`src/rtl/spike_rate_decoder.sv`:
```
// Spike-train to number converter: counts rising edges per programmable window and measures
// the interval between the last two spikes, delivering results through a one-deep valid/ready buffer.
module spike_rate_decoder #(
   parameter int WIN_W = 16,
   parameter int CNT_W = 8,
   parameter int ISI_W = 16
) (
   input  logic             clk,
   input  logic             reset_n,
   input  logic             spike,
   input  logic             enable,
   input  logic [WIN_W-1:0] window_len,
   output logic [CNT_W-1:0] rate,
   output logic [ISI_W-1:0] isi,
   output logic             out_valid,
   input  logic             out_ready,
   output logic             sat,
   output logic             dropped
);

   typedef enum logic {IDLE, COUNT} state_t;

   localparam logic [WIN_W-1:0] WIN_ONE = {{(WIN_W-1){1'b0}}, 1'b1};
   localparam logic [CNT_W-1:0] CNT_ONE = {{(CNT_W-1){1'b0}}, 1'b1};
   localparam logic [ISI_W-1:0] ISI_ONE = {{(ISI_W-1){1'b0}}, 1'b1};
   localparam logic [CNT_W-1:0] CNT_MAX = {CNT_W{1'b1}};
   localparam logic [ISI_W-1:0] ISI_MAX = {ISI_W{1'b1}};

   state_t             state_q, state_d;
   logic               spike_d_q, spike_d_d;
   logic [WIN_W-1:0]   len_q, len_d;
   logic [WIN_W-1:0]   wcyc_q, wcyc_d;
   logic [CNT_W-1:0]   cnt_q, cnt_d;
   logic [ISI_W-1:0]   isi_run_q, isi_run_d;
   logic [ISI_W-1:0]   last_isi_q, last_isi_d;
   logic               have_edge_q, have_edge_d;
   logic               sat_w_q, sat_w_d;
   logic [CNT_W-1:0]   rate_q, rate_d;
   logic [ISI_W-1:0]   isi_q, isi_d;
   logic               sat_q, sat_d;
   logic               out_valid_q, out_valid_d;
   logic               dropped_q, dropped_d;

   logic               spk_edge;
   logic               accept;
   logic [WIN_W-1:0]   start_len;
   logic [CNT_W-1:0]   cnt_n;
   logic [ISI_W-1:0]   isi_run_n;
   logic [ISI_W-1:0]   last_isi_n;
   logic               have_edge_n;
   logic               sat_n;

   assign spk_edge  = spike & ~spike_d_q;
   assign accept    = out_valid_q & out_ready;
   assign start_len = (window_len == '0) ? WIN_ONE : window_len;

   // Per-cycle window update, shared by the final cycle so its edge is part of the result.
   always_comb begin
      cnt_n       = cnt_q;
      isi_run_n   = isi_run_q;
      last_isi_n  = last_isi_q;
      have_edge_n = have_edge_q;
      sat_n       = sat_w_q;
      if (spk_edge) begin
         if (cnt_q != CNT_MAX) cnt_n = cnt_q + CNT_ONE;
         if (cnt_n == CNT_MAX) sat_n = 1'b1;
         if (have_edge_q) last_isi_n = isi_run_q;
         isi_run_n   = ISI_ONE;
         have_edge_n = 1'b1;
      end else if (have_edge_q) begin
         if (isi_run_q != ISI_MAX) isi_run_n = isi_run_q + ISI_ONE;
         if (isi_run_n == ISI_MAX) sat_n = 1'b1;
      end
   end

   always_comb begin
      state_d     = state_q;
      spike_d_d   = spike;
      len_d       = len_q;
      wcyc_d      = wcyc_q;
      cnt_d       = cnt_q;
      isi_run_d   = isi_run_q;
      last_isi_d  = last_isi_q;
      have_edge_d = have_edge_q;
      sat_w_d     = sat_w_q;
      rate_d      = rate_q;
      isi_d       = isi_q;
      sat_d       = sat_q;
      out_valid_d = accept ? 1'b0 : out_valid_q;
      dropped_d   = 1'b0;

      case (state_q)
         IDLE: begin
            if (enable) begin
               len_d       = start_len;
               wcyc_d      = '0;
               cnt_d       = '0;
               isi_run_d   = '0;
               last_isi_d  = '0;
               have_edge_d = 1'b0;
               sat_w_d     = 1'b0;
               state_d     = COUNT;
            end
         end
         COUNT: begin
            if (wcyc_q == len_q - WIN_ONE) begin
               // A full buffer that is not being drained this cycle loses the new result.
               if (!out_valid_q || accept) begin
                  rate_d      = cnt_n;
                  isi_d       = last_isi_n;
                  sat_d       = sat_n;
                  out_valid_d = 1'b1;
               end else begin
                  dropped_d = 1'b1;
               end
               if (enable) begin
                  len_d       = start_len;
                  wcyc_d      = '0;
                  cnt_d       = '0;
                  isi_run_d   = '0;
                  last_isi_d  = '0;
                  have_edge_d = 1'b0;
                  sat_w_d     = 1'b0;
               end else begin
                  state_d = IDLE;
               end
            end else begin
               wcyc_d      = wcyc_q + WIN_ONE;
               cnt_d       = cnt_n;
               isi_run_d   = isi_run_n;
               last_isi_d  = last_isi_n;
               have_edge_d = have_edge_n;
               sat_w_d     = sat_n;
            end
         end
         default: state_d = IDLE;
      endcase
   end

   always_ff @(posedge clk or negedge reset_n) begin
      if (!reset_n) begin
         state_q     <= IDLE;
         spike_d_q   <= 1'b0;
         len_q       <= '0;
         wcyc_q      <= '0;
         cnt_q       <= '0;
         isi_run_q   <= '0;
         last_isi_q  <= '0;
         have_edge_q <= 1'b0;
         sat_w_q     <= 1'b0;
         rate_q      <= '0;
         isi_q       <= '0;
         sat_q       <= 1'b0;
         out_valid_q <= 1'b0;
         dropped_q   <= 1'b0;
      end else begin
         state_q     <= state_d;
         spike_d_q   <= spike_d_d;
         len_q       <= len_d;
         wcyc_q      <= wcyc_d;
         cnt_q       <= cnt_d;
         isi_run_q   <= isi_run_d;
         last_isi_q  <= last_isi_d;
         have_edge_q <= have_edge_d;
         sat_w_q     <= sat_w_d;
         rate_q      <= rate_d;
         isi_q       <= isi_d;
         sat_q       <= sat_d;
         out_valid_q <= out_valid_d;
         dropped_q   <= dropped_d;
      end
   end

   assign rate      = rate_q;
   assign isi       = isi_q;
   assign sat       = sat_q;
   assign out_valid = out_valid_q;
   assign dropped   = dropped_q;

endmodule

```
`config.mk`:
```
export PLATFORM = sky130hd
export DESIGN_NAME = spike_rate_decoder
export DESIGN_NICKNAME = d
export VERILOG_FILES = /design/src/rtl/spike_rate_decoder.sv
export SDC_FILE = /design/constraint.sdc
export NUM_CORES = 1
export LEC_CHECK = 0
export CAP_MARGIN = 5
export CORE_MARGIN = 5
export CORE_UTILIZATION = 41
export CTS_CLUSTER_DIAMETER = 50
export DETAILED_ROUTE_END_ITERATION = 7
export GPL_TIMING_DRIVEN = 0
export HOLD_SLACK_MARGIN = 0.08
export PLACE_DENSITY = 0.59
export SLEW_MARGIN = 20
export SYNTH_ARGS = -nofsm -noshare
export SYNTH_HDL_FRONTEND = slang
export SYNTH_SLANG_ARGS = --single-unit
```
`constraint.sdc`:
```
create_clock -name clk -period 4.8 [get_ports clk]
set_clock_uncertainty 0.05 [all_clocks]
set_input_delay 0.48 -clock clk [delete_from_list [all_inputs] [get_ports clk]]
set_output_delay 0.48 -clock clk [all_outputs]
set_load 0.005 [all_outputs]
```
==> results.md, run 1 <==
- Logic pwr share: between 20 and 25%
- Synth Area in Adders: under 10%
- Cts-stage hold buffer count: 1
- P_leak: approximately 0.003 uW
- Internal Power: between 1500 and 2000 uW
- Count leader, synth: dfrtp_1
- Slew margin rel.: 36.98%
- Synthesis Warnings: 0
- Root Buffer: clkbuf_16
- Clock share of power: roughly 33%
- DRT Pass-1 Iters: 5
- Ranking of synthesized cells by area: dfrtp_1 44%, mux2_1 6.9%, nand2_1 4.5%
- Final Util: between 40% and 50%
- Synthesized flop and latch total: about 100
- Share of the yosys chip area belonging to registers: 43.67%
- Vias in the first global route: 4875
- Main combinational cell family by area after synthesis: simple AND/OR/NAND/NOR gates
- CP cell instances: ha_1 > nand2_1 > nor4_2 > xor2_1 > a41oi_1 > a2111oi_0 > a31oi_1 > mux2i_1
- Initial DRC Count: around 400
- Unrepaired setup endpoints after global routing: no
- ANT cells: 0
- Grt ovf: 0
- Avg Cell Area, Syn: roughly 9.8 sq um
- CTS tree: built
- Post-synthesis simple-gate area fraction: approximately 20%
- Post-DP HPWL: ~11 mm
- GPL Wtd Cong: 0.9472
- Clk sink count: 103
- Vias: between 5k and 6k
- Cell count after placement: approximately 830
- Sw Pwr: between 700 and 800 uW
- CTS Buf Count: 9
- # port buffers: 47
- Crit path kind: flip-flop to flip-flop
- Wire length per cell: ~19 um
- Nets: between 600 and 700
- Pins Over Slew Limit: 0
- Crit path max fanout: 9
- Post-CTS Resized: 0
- Required time worst endpoint: between 5 and 6 ns
- Layout area overhead: 17.66%
- Synth async-reset ratio: between 90% and 100%
- Critical path capture point type: flip-flop
- I/O pin count: between 40 and 50
- Die Wd: between 100 and 150 um
- Clock Pin Slew Worst Setup and Hold Paths: 0.07 ns
- Global-route wire length before repair: 25.82 mm
- Post-synth EDFFs: 0
- Clock latency on the worst-skew pair: ~0.35 ns
- Fin crit share: between 70% and 80%
- Post-Route WL: approximately 16 mm
- DRC Markers: 0
- Yosys cell types: a little under 80
- Final Non-Filler Cells: between 800 and 900
- Setup Buffers After CTS: 0
- Hold WS: 0.4359 ns
- CTS Buffer Depth: 2
- Sw Share: between 30% and 40%
- Share of layout cells above drive strength 1: under 10%
- Synth area leader: dfrtp_1
- H-tree levels: 3
- Slowest stage cell, crit path: nor4_2
- Die Area: 16890 sq um
- Post-Synthesis Cells: 605
- Pwr dens: approximately 340 nW/um^2
- Worst EP arrival: approximately 3.7 ns
- Post-route antenna net violation count: 0
- Post-Syn Nets: 630
- Final setup fails: 0
- Status: completed
- CP max stage delay: ~0.74 ns
- Post-synthesis cell area: 5902 sq um
- XOR/XNOR share of the synthesized area: under 10%
- Post-DR vias/cell: slightly below 6
- Compound-Gate Fraction of Synth Area: between 10% and 20%
- # Max-Cap Violations: 0
- Seq pwr share: roughly 45%
- HP Class: flip-flop to flip-flop
- Peak VDD IR: ~0.19 mV
- Core area: around 14000 sq um
- Height of the chip: 130.0 um
- Tmin final: around 3.5 ns
- Synth cell count leaders: 103 x dfrtp_1, 71 x nand2_1, 36 x mux2_1
- Prevailing post-synth register cell: dfrtp_1
- Worst-Margin Slew: roughly 0.94 ns
- Post-synthesis mux area share: under 10%
- Largest net degree at the start of global routing: 54
- Initial antenna violation count: 0
- Max frequency: roughly 290 MHz
- Crit path launch type: flip-flop
- Hold Violations, Final: 0
- Area fraction of the dominant cell type after synthesis: 43.67%
- Total Routing Usage GR: about 19%
- Cell Rows: 43
- Starting Density: ~42%
## layout make-up
type / instances / area, sq um
fillers: 1307 / 7044
multi-input cells: 443 / 3048
flip-flops and latches: 103 / 2577
repair buffers: 49 / 509.2
clock buffers: 13 / 240.2
well taps: 180 / 225.2
plain buffers: 42 / 212.7
clock inverters: 3 / 67.56
inverters: 17 / 63.81
## worst paths after layout
kind / start / to / slack, ns / cells past startpoint
setup / recovery: isi_run_q[0] / sat / 1.31 / 8
hold / removal: isi[7] / isi[7] / 0.44 / 1
setup reg to reg: isi_run_q[0] / sat / 1.31 / 8
hold reg to reg: isi[7] / isi[7] / 0.44 / 1
max in group asynchronous: reset_n / last_isi_q[5] / 3.45 / 3
min in group asynchronous: reset_n / len_q[8] / 0.61 / 2
## power by group through the flow
stage	Combinational, uW	Sequential, uW	Clock, uW
floorplan	387	1050	0
global placement	502	1080	0
detailed placement	523	1080	0
CTS	529	1070	807
global route	592	1090	837
finish	534	1070	783
## metrics by stage
| step | TNS (ns) | setup slack [ns] | power [uW] | instance area [sq um] |
|---|---|---|---|---|
| 4_1_cts | 0 | 1.317 | 2404 | 6944 |
| 2_1_floorplan | 0 | 1.848 | 1439 | 5902 |
| 3_5_place_dp | 0 | 1.354 | 1608 | 6626 |
| 3_3_place_gp | -82.41 | -0.8088 | 1583 | 6598 |
| 5_1_grt | 0 | 1.054 | 2514 | 6944 |
| 6_report | 0 | 1.305 | 2387 | 6944 |
## metal layers
metal	track usage [%]	wire length [um]	vias up
li1	-	-	2361
met1	27.43	7656	2441
met2	29.36	6882	191
met3	3.684	972	24
met4	7.335	310	0
met5	0	0	-
## logic make-up after synthesis
family	Yosys count
AOI/OAI and AO/OA	139
xor gates and xnor gates	24
adders and majority gates	5
buffers and inverters	59
DFF	103
muxes	51
and+or+nand+nor	224
## worst max-delay path: cells and delay by family, from the launching register on
family / cells / cell delay [ns]
xor gates and xnor gates: 1 / 0.26
AOI/OAI and AO/OA: 3 / 1.14
DFF: 1 / 0.50
adders and majority gates: 1 / 0.37
and+or+nand+nor: 2 / 0.90
muxes: 1 / 0.18
## flip-flops by register name, summed over array words and instances, names as in the netlist, 8 cells and up
name	count
isi_run_q	16
isi	16
cnt_q	8
rate	8
last_isi_q	16
len_q	16
wcyc_q	16
## cells in the final DEF, fill, tap and decap left out, drive strengths merged, types with 4 or more instances in the layout
cell	synthesis	layout
and2	7	7
a221o	6	6
a31o	4	4
o211ai	5	5
dfrtp	103	103
o21ai	29	29
ha	4	4
o31ai	4	4
a41oi	5	5
nand4	16	16
nor2	31	31
a22o	19	19
mux2	41	41
a21oi	20	20
or3	6	6
xnor2	14	14
clkbuf	25	38
nor3	13	13
nor2b	6	6
nand3	32	32
buf	17	19
and3	16	16
nand2	71	71
a211o	6	6
inv	16	16
nor4	8	8
a31oi	9	9
clkdlybuf4s50	0	46
mux2i	10	10
xor2	10	10
No activity file was read; power rests on OpenSTA's default activity.
==> run 2, diff against run 1 <==
Clock period 4.8 ns to 3.3 ns, I/O delays scaled along.
==> run 2 against run 1 <==
Net effect:
- count of clock-buffer cells in the layout stayed put
- sequential share of layout area shrank 0.84 points
- combinational power up 49%
- critical endpoint is now last_isi_q[11]
- largest power group unchanged
==> results.md, run 2 (synthesis gave the netlist of run 1 again) <==
- Max frequency: 310.0 MHz
- Post-Route WL: roughly 16 mm
- Worst Hold Depth: 1
- HP Class: flip-flop to flip-flop
- Die Area: 16890 sq um
- FF-to-FF setup slack: around 0.074 ns
- Vias in the first global route: roughly 4.9k
- Reg2Reg Depth: 11
- Initial antenna violation count: 0
- Post-DR vias/cell: 5.863
- Clk sink count: about 100
- Most frequent cells in the layout: 102 x dfrtp_1, 71 x nand2_1, 46 x clkdlybuf4s50_1
- # Max-Cap Violations: 0
- Pins Over Slew Limit: 0
- Required time worst endpoint: ~3.5 ns
- Crit path kind: flip-flop to flip-flop
- Largest net degree at the start of global routing: 54
- Starting Density: roughly 42%
- Layout area overhead: 20.46%
- Clock latency on the worst-skew pair: 0.35 ns
- Internal Power: between 2000 and 2500 uW
- Final instance area: 7109 sq um
- H-tree levels: 3
- Hold Violations, Final: 0
- Placed cell areas: roughly 6600 sq um
- Total Routing Usage GR: 19.37%
- Post-DP HPWL: approximately 11 mm
- CTS tree: built
- Vias: just over 5k
- Hold WS: between 0.4 and 0.5 ns
- Clock share of power: 32.6%
- I/O pin count: 48
- Initial DRC Count: 383
- Tmin final: around 3.2 ns
- CTS Buffer Depth: 2
- Fin crit share: between 90% and 100%
- # port buffers: 47
- Share of layout cells above drive strength 1: between 10% and 20%
- ANT cells: 0
- Die Wd: between 100 and 150 um
- Critical path capture point type: flip-flop
- P_leak: about 0.0031 uW
- Logic pwr share: a little under a quarter
- Post-route antenna net violation count: 0
- Final setup TNS: 0 ns
- FF-to-FF Start: len_q[0]
- Hold Crit Start: isi[7]
- Final setup fails: 0
- Nets: slightly above 700
- Worst EP arrival: around 3.4 ns
- Global-route wire length before repair: around 26 mm
- Height of the chip: around 130 um
- Sw Share: a little under a third
- Commonest non-fill, non-tap cell in the layout: dfrtp_1
- Seq pwr share: around 45%
- Crit path max fanout: 10
- Grt ovf: 0
- Cell Rows: 43
- CP max stage delay: just under 0.5 ns
- Pwr dens: roughly 500 nW/um^2
- DRC Markers: 0
- Hold EP: isi[7]
- DRT Pass-1 Iters: 5
- Worst path most repeated cell: buf_4
- Peak VDD IR: roughly 0.29 mV
- Slowest stage cell, crit path: or4b_4
- Root Buffer: clkbuf_16
- Clock Pin Slew Worst Setup and Hold Paths: 0.07 ns
- Slew margin rel.: 47.14%
- FF-to-FF End: last_isi_q[11]
- Status: completed
- Core area: about 14000 sq um
- Wire length per cell: approximately 19 um
- CTS Buf Count: 9
- Sw Pwr: between 1000 and 1500 uW
- Crit path launch type: flip-flop
- GPL Wtd Cong: around 0.95
- Worst-Margin Slew: just under 0.8 ns
- CP cell instances: inv_1 > ha_4 > or4b_4 > or3_1 > a32oi_1 > and4b_2 > a31oi_4 > buf_4 > mux2i_4 > buf_4 > a22o_1
run 2: changes by cell type in the layout (fill, tap and decap cells not counted), moves of 2 or more:
cell and delta:
a2111oi_0 -2, a2111oi_1 +2, buf_4 +14, buf_6 -2, clkbuf_1 -2, clkbuf_2 +2
run 2: what timing repair did:
item / CTS / global route
setup buffers: 1 / 13
hold endpoints to repair: 50 / 0
hold buffers: 1 / 0
gates resized for setup: 4 / 12
pin swaps: 3 / 2
endpoints found under the setup margin: 63 / 57
run 2: worst max-delay path, delay by kind of cell (launching register included):
family	cells	cell delay, ns
and+or+nand+nor	3	1.14
AOI/OAI and AO/OA	3	0.55
buffers and inverters	3	0.55
adders and majority gates	1	0.16
muxes	1	0.21
DFF	1	0.45
run 2: routing by layer:
metal  wire (um)  vias to the layer above  part of all wire, %  global-route usage [%]
li1            -                     2390                    -                       -
met1        7847                     2488                   49                   27.47
met2        7117                      167                   44                   29.33
met3         834                       21                  5.2                   3.684
met4         317                        0                  2.0                   7.702
met5           0                        -                    0                       0
run 2: layout make-up:
type / instances / area (sq um)
Fill cell: 1298 / 6879
Inverter: 17 / 63.81
Clock buffer: 13 / 240.2
Buffer: 42 / 227.7
Timing Repair Buffer: 63 / 614.3
Clock inverter: 3 / 67.56
Sequential cell: 103 / 2579
Multi-Input combinational cell: 443 / 3092
Tap cell: 180 / 225.2
run 2: how the worst max path moves through the flow:
stage / slack [ns] / startpoint / depth (start not counted) / to
2_1_floorplan: 0.35 / len_q[0] / 11 / rate[0]
3_3_place_gp: -2.16 / reset_n / 1 / isi[10]
3_5_place_dp: -0.15 / len_q[0] / 10 / isi_run_q[13]
4_1_cts: 0.001 / len_q[0] / 11 / rate[1]
5_1_grt: -0.04 / len_q[0] / 11 / isi[10]
6_report: 0.07 / len_q[0] / 11 / last_isi_q[11]
run 2: metrics by stage:
stage	instances	util, %	setup slack [ns]	power, uW
after floorplan	605	-	0.3484	2093
after CTS	851	49.80	0.001417	3501
after global placement	832	47.16	-2.159	2302
final	864	50.82	0.07432	3490
after detailed placement	833	47.37	-0.1461	2339
after global routing	864	50.82	-0.03954	3678
run 2: power groups by stage:
stage / Combinational [uW] / Sequential [uW] / Clock, uW
final: 795 / 1560 / 1140
after global placement: 731 / 1570 / 0
after CTS: 773 / 1550 / 1170
after floorplan: 563 / 1530 / 0
after detailed placement: 761 / 1580 / 0
after global routing: 881 / 1580 / 1220
==> run 3, diff against run 2 <==
Settings changed: CORE_UTILIZATION 41 to 45, PLACE_DENSITY 0.59 to 0.63.
==> run 3 against run 2 <==
Net effect:
- combinational power grew 2%
- hold slack worse by 0.022 ns
- critical endpoint is now isi[9]
- cell area grew 1.6%
- highest routed layer unchanged
==> results.md, run 3 (synthesis gave the netlist of run 1 again) <==
- Status: completed
- # fillers: around 1.2k
- Share of layout cells above drive strength 1: around an eighth
- Fin crit share: 97.17%
- Vias: between 5k and 6k
- Cell Rows: slightly above 40
- Critical path capture point type: flip-flop
- Hold WS: 0.4142 ns
- Hold Violations, Final: 0
- Root Buffer: clkbuf_16
- # Max-Cap Violations: 0
- Unrepaired setup endpoints after global routing: yes
- Core area: 12720 sq um
- Final Util: a little under three fifths
- Worst EP arrival: about 3.4 ns
- Max frequency: approximately 310 MHz
- Multi-input logic area: ~3100 sq um
- CTS Buf Count: 9
- Die Wd: around 120 um
- Nets: 710
- Crit path kind: flip-flop to flip-flop
- Pins Over Slew Limit: 0
- Dpl ws: -0.1411 ns
- CTS Buffer Depth: 2
- Clock Pin Slew Worst Setup and Hold Paths: around 0.07 ns
- Crit path launch type: flip-flop
- Pwr dens: roughly 470 nW/um^2
- Final setup fails: 0
- Tmin final: ~3.2 ns
- Clock latency on the worst-skew pair: approximately 0.36 ns
- Vias in the first global route: 4908
- CTS tree: built
- Total Routing Usage GR: about a fifth
- Worst-Margin Slew: 0.7763 ns
- Starting Density: between 40 and 50%
- GPL Wtd Cong: 0.9233
- Most frequent cells in the layout: 102 x dfrtp_1, 71 x nand2_1, 46 x clkdlybuf4s50_1
- Peak VDD IR: 0.3306 mV
- Slew margin rel.: about half
- Die Area: between 15000 and 20000 sq um
- Height of the chip: around 120 um
- H-tree levels: 3
- DRT Pass-1 Iters: 5
- Crit path max fanout: 6
- Post-DP HPWL: 11.17 mm
- Initial DRC Count: 464
- DRC Markers: 0
- HP Class: input port to flip-flop
- Post-route antenna net violation count: 0
- Layout area overhead: 22.34%
- FF/Latch Area: 2579 sq um
- Global-route wire length before repair: around 26 mm
- Post-Route WL: between 15 and 20 mm
- Largest net degree at the start of global routing: 54
- Grt ovf: 0
- Clk sink count: around 100
- I/O pin count: 48
- Initial antenna violation count: 0
- P_leak: approximately 0.0032 uW
- Post-DR vias/cell: 5.981
- ANT cells: 0
- Commonest non-fill, non-tap cell in the layout: dfrtp_1
- Worst setup margin: between 0.09 and 0.1 ns
- Final setup TNS: 0 ns
- # port buffers: 47
- Required time worst endpoint: about 3.5 ns
- Wire length per cell: between 15 and 20 um
[run 3: changes by cell type in the layout (fill, tap and decap cells not counted), moves of 2 or more]
cell	before	now
mux2_1	36	28
mux2_4	2	10
buf_12	1	4
bufinv_16	2	0
clkbuf_8	0	2
inv_1	15	13
inv_2	1	3
[run 3: layer usage]
layer	vias to the layer above	wire (um)	global-route usage (%)
met2	148	7542	31.68
met4	0	136	4.126
li1	2406	-	-
met5	-	0	0
met3	11	993	5.746
met1	2591	7706	28.68
[run 3: through the flow]
| stage | instances | total power, uW | instance area (sq um) |
|---|---|---|---|
| finish | 862 | 3391 | 7221 |
| global route | 862 | 3586 | 7221 |
| CTS | 843 | 3374 | 6944 |
| detailed placement | 825 | 2335 | 6616 |
| global placement | 824 | 2304 | 6588 |
| floorplan | 605 | 2093 | 5902 |
[run 3: final timing paths]
path	slack [ns]	startpoint	end	cells past startpoint
worst min register to register	0.43	isi[2]	isi[2]	1
min in group asynchronous	0.45	reset_n	len_q[12]	2
worst max-delay path	0.09	len_q[0]	isi[9]	12
max in group asynchronous	2.12	reset_n	rate[2]	3
worst min-delay path	0.41	spike	spike_d_q	1
worst max register to register	0.09	len_q[0]	isi[9]	12
[run 3: final cells by class]
| cell class | count | area share, % |
|---|---|---|
| tap | 172 | 2.980 |
| clock inverter | 2 | 0.2079 |
| timing repair buffer | 69 | 9.894 |
| multi-input combinational | 443 | 43.46 |
| buffer | 42 | 3.206 |
| clock buffer | 14 | 3.656 |
| inverter | 17 | 0.8837 |
| sequential | 103 | 35.71 |
[run 3: what timing repair did]
action	4_1_cts	5_1_grt
buffers inserted	1	18
endpoints found under the setup margin	64	70
hold buffers	1	0
cloned	0	1
pin swaps	4	7
hold endpoints to repair	50	0
resized for setup	8	25
[run 3: power breakdown]
group | total, uW | internal, uW | switching (uW) | leakage, uW
Clock | 1020 | 554 | 464 | 0.000129
Combinational | 810 | 354 | 456 | 0.00167
Sequential | 1560 | 1400 | 167 | 0.00136
[run 3: critical path, stage by stage, from the launching register on]
cell	delay, ns
dfrtp_2	0.42
inv_2	0.07
ha_4	0.13
or4b_4	0.49
or3_1	0.32
a32oi_1	0.21
and4b_2	0.34
nand4_1	0.16
nor2b_1	0.18
buf_6	0.14
buf_12	0.12
buf_8	0.12
mux2_1	0.33
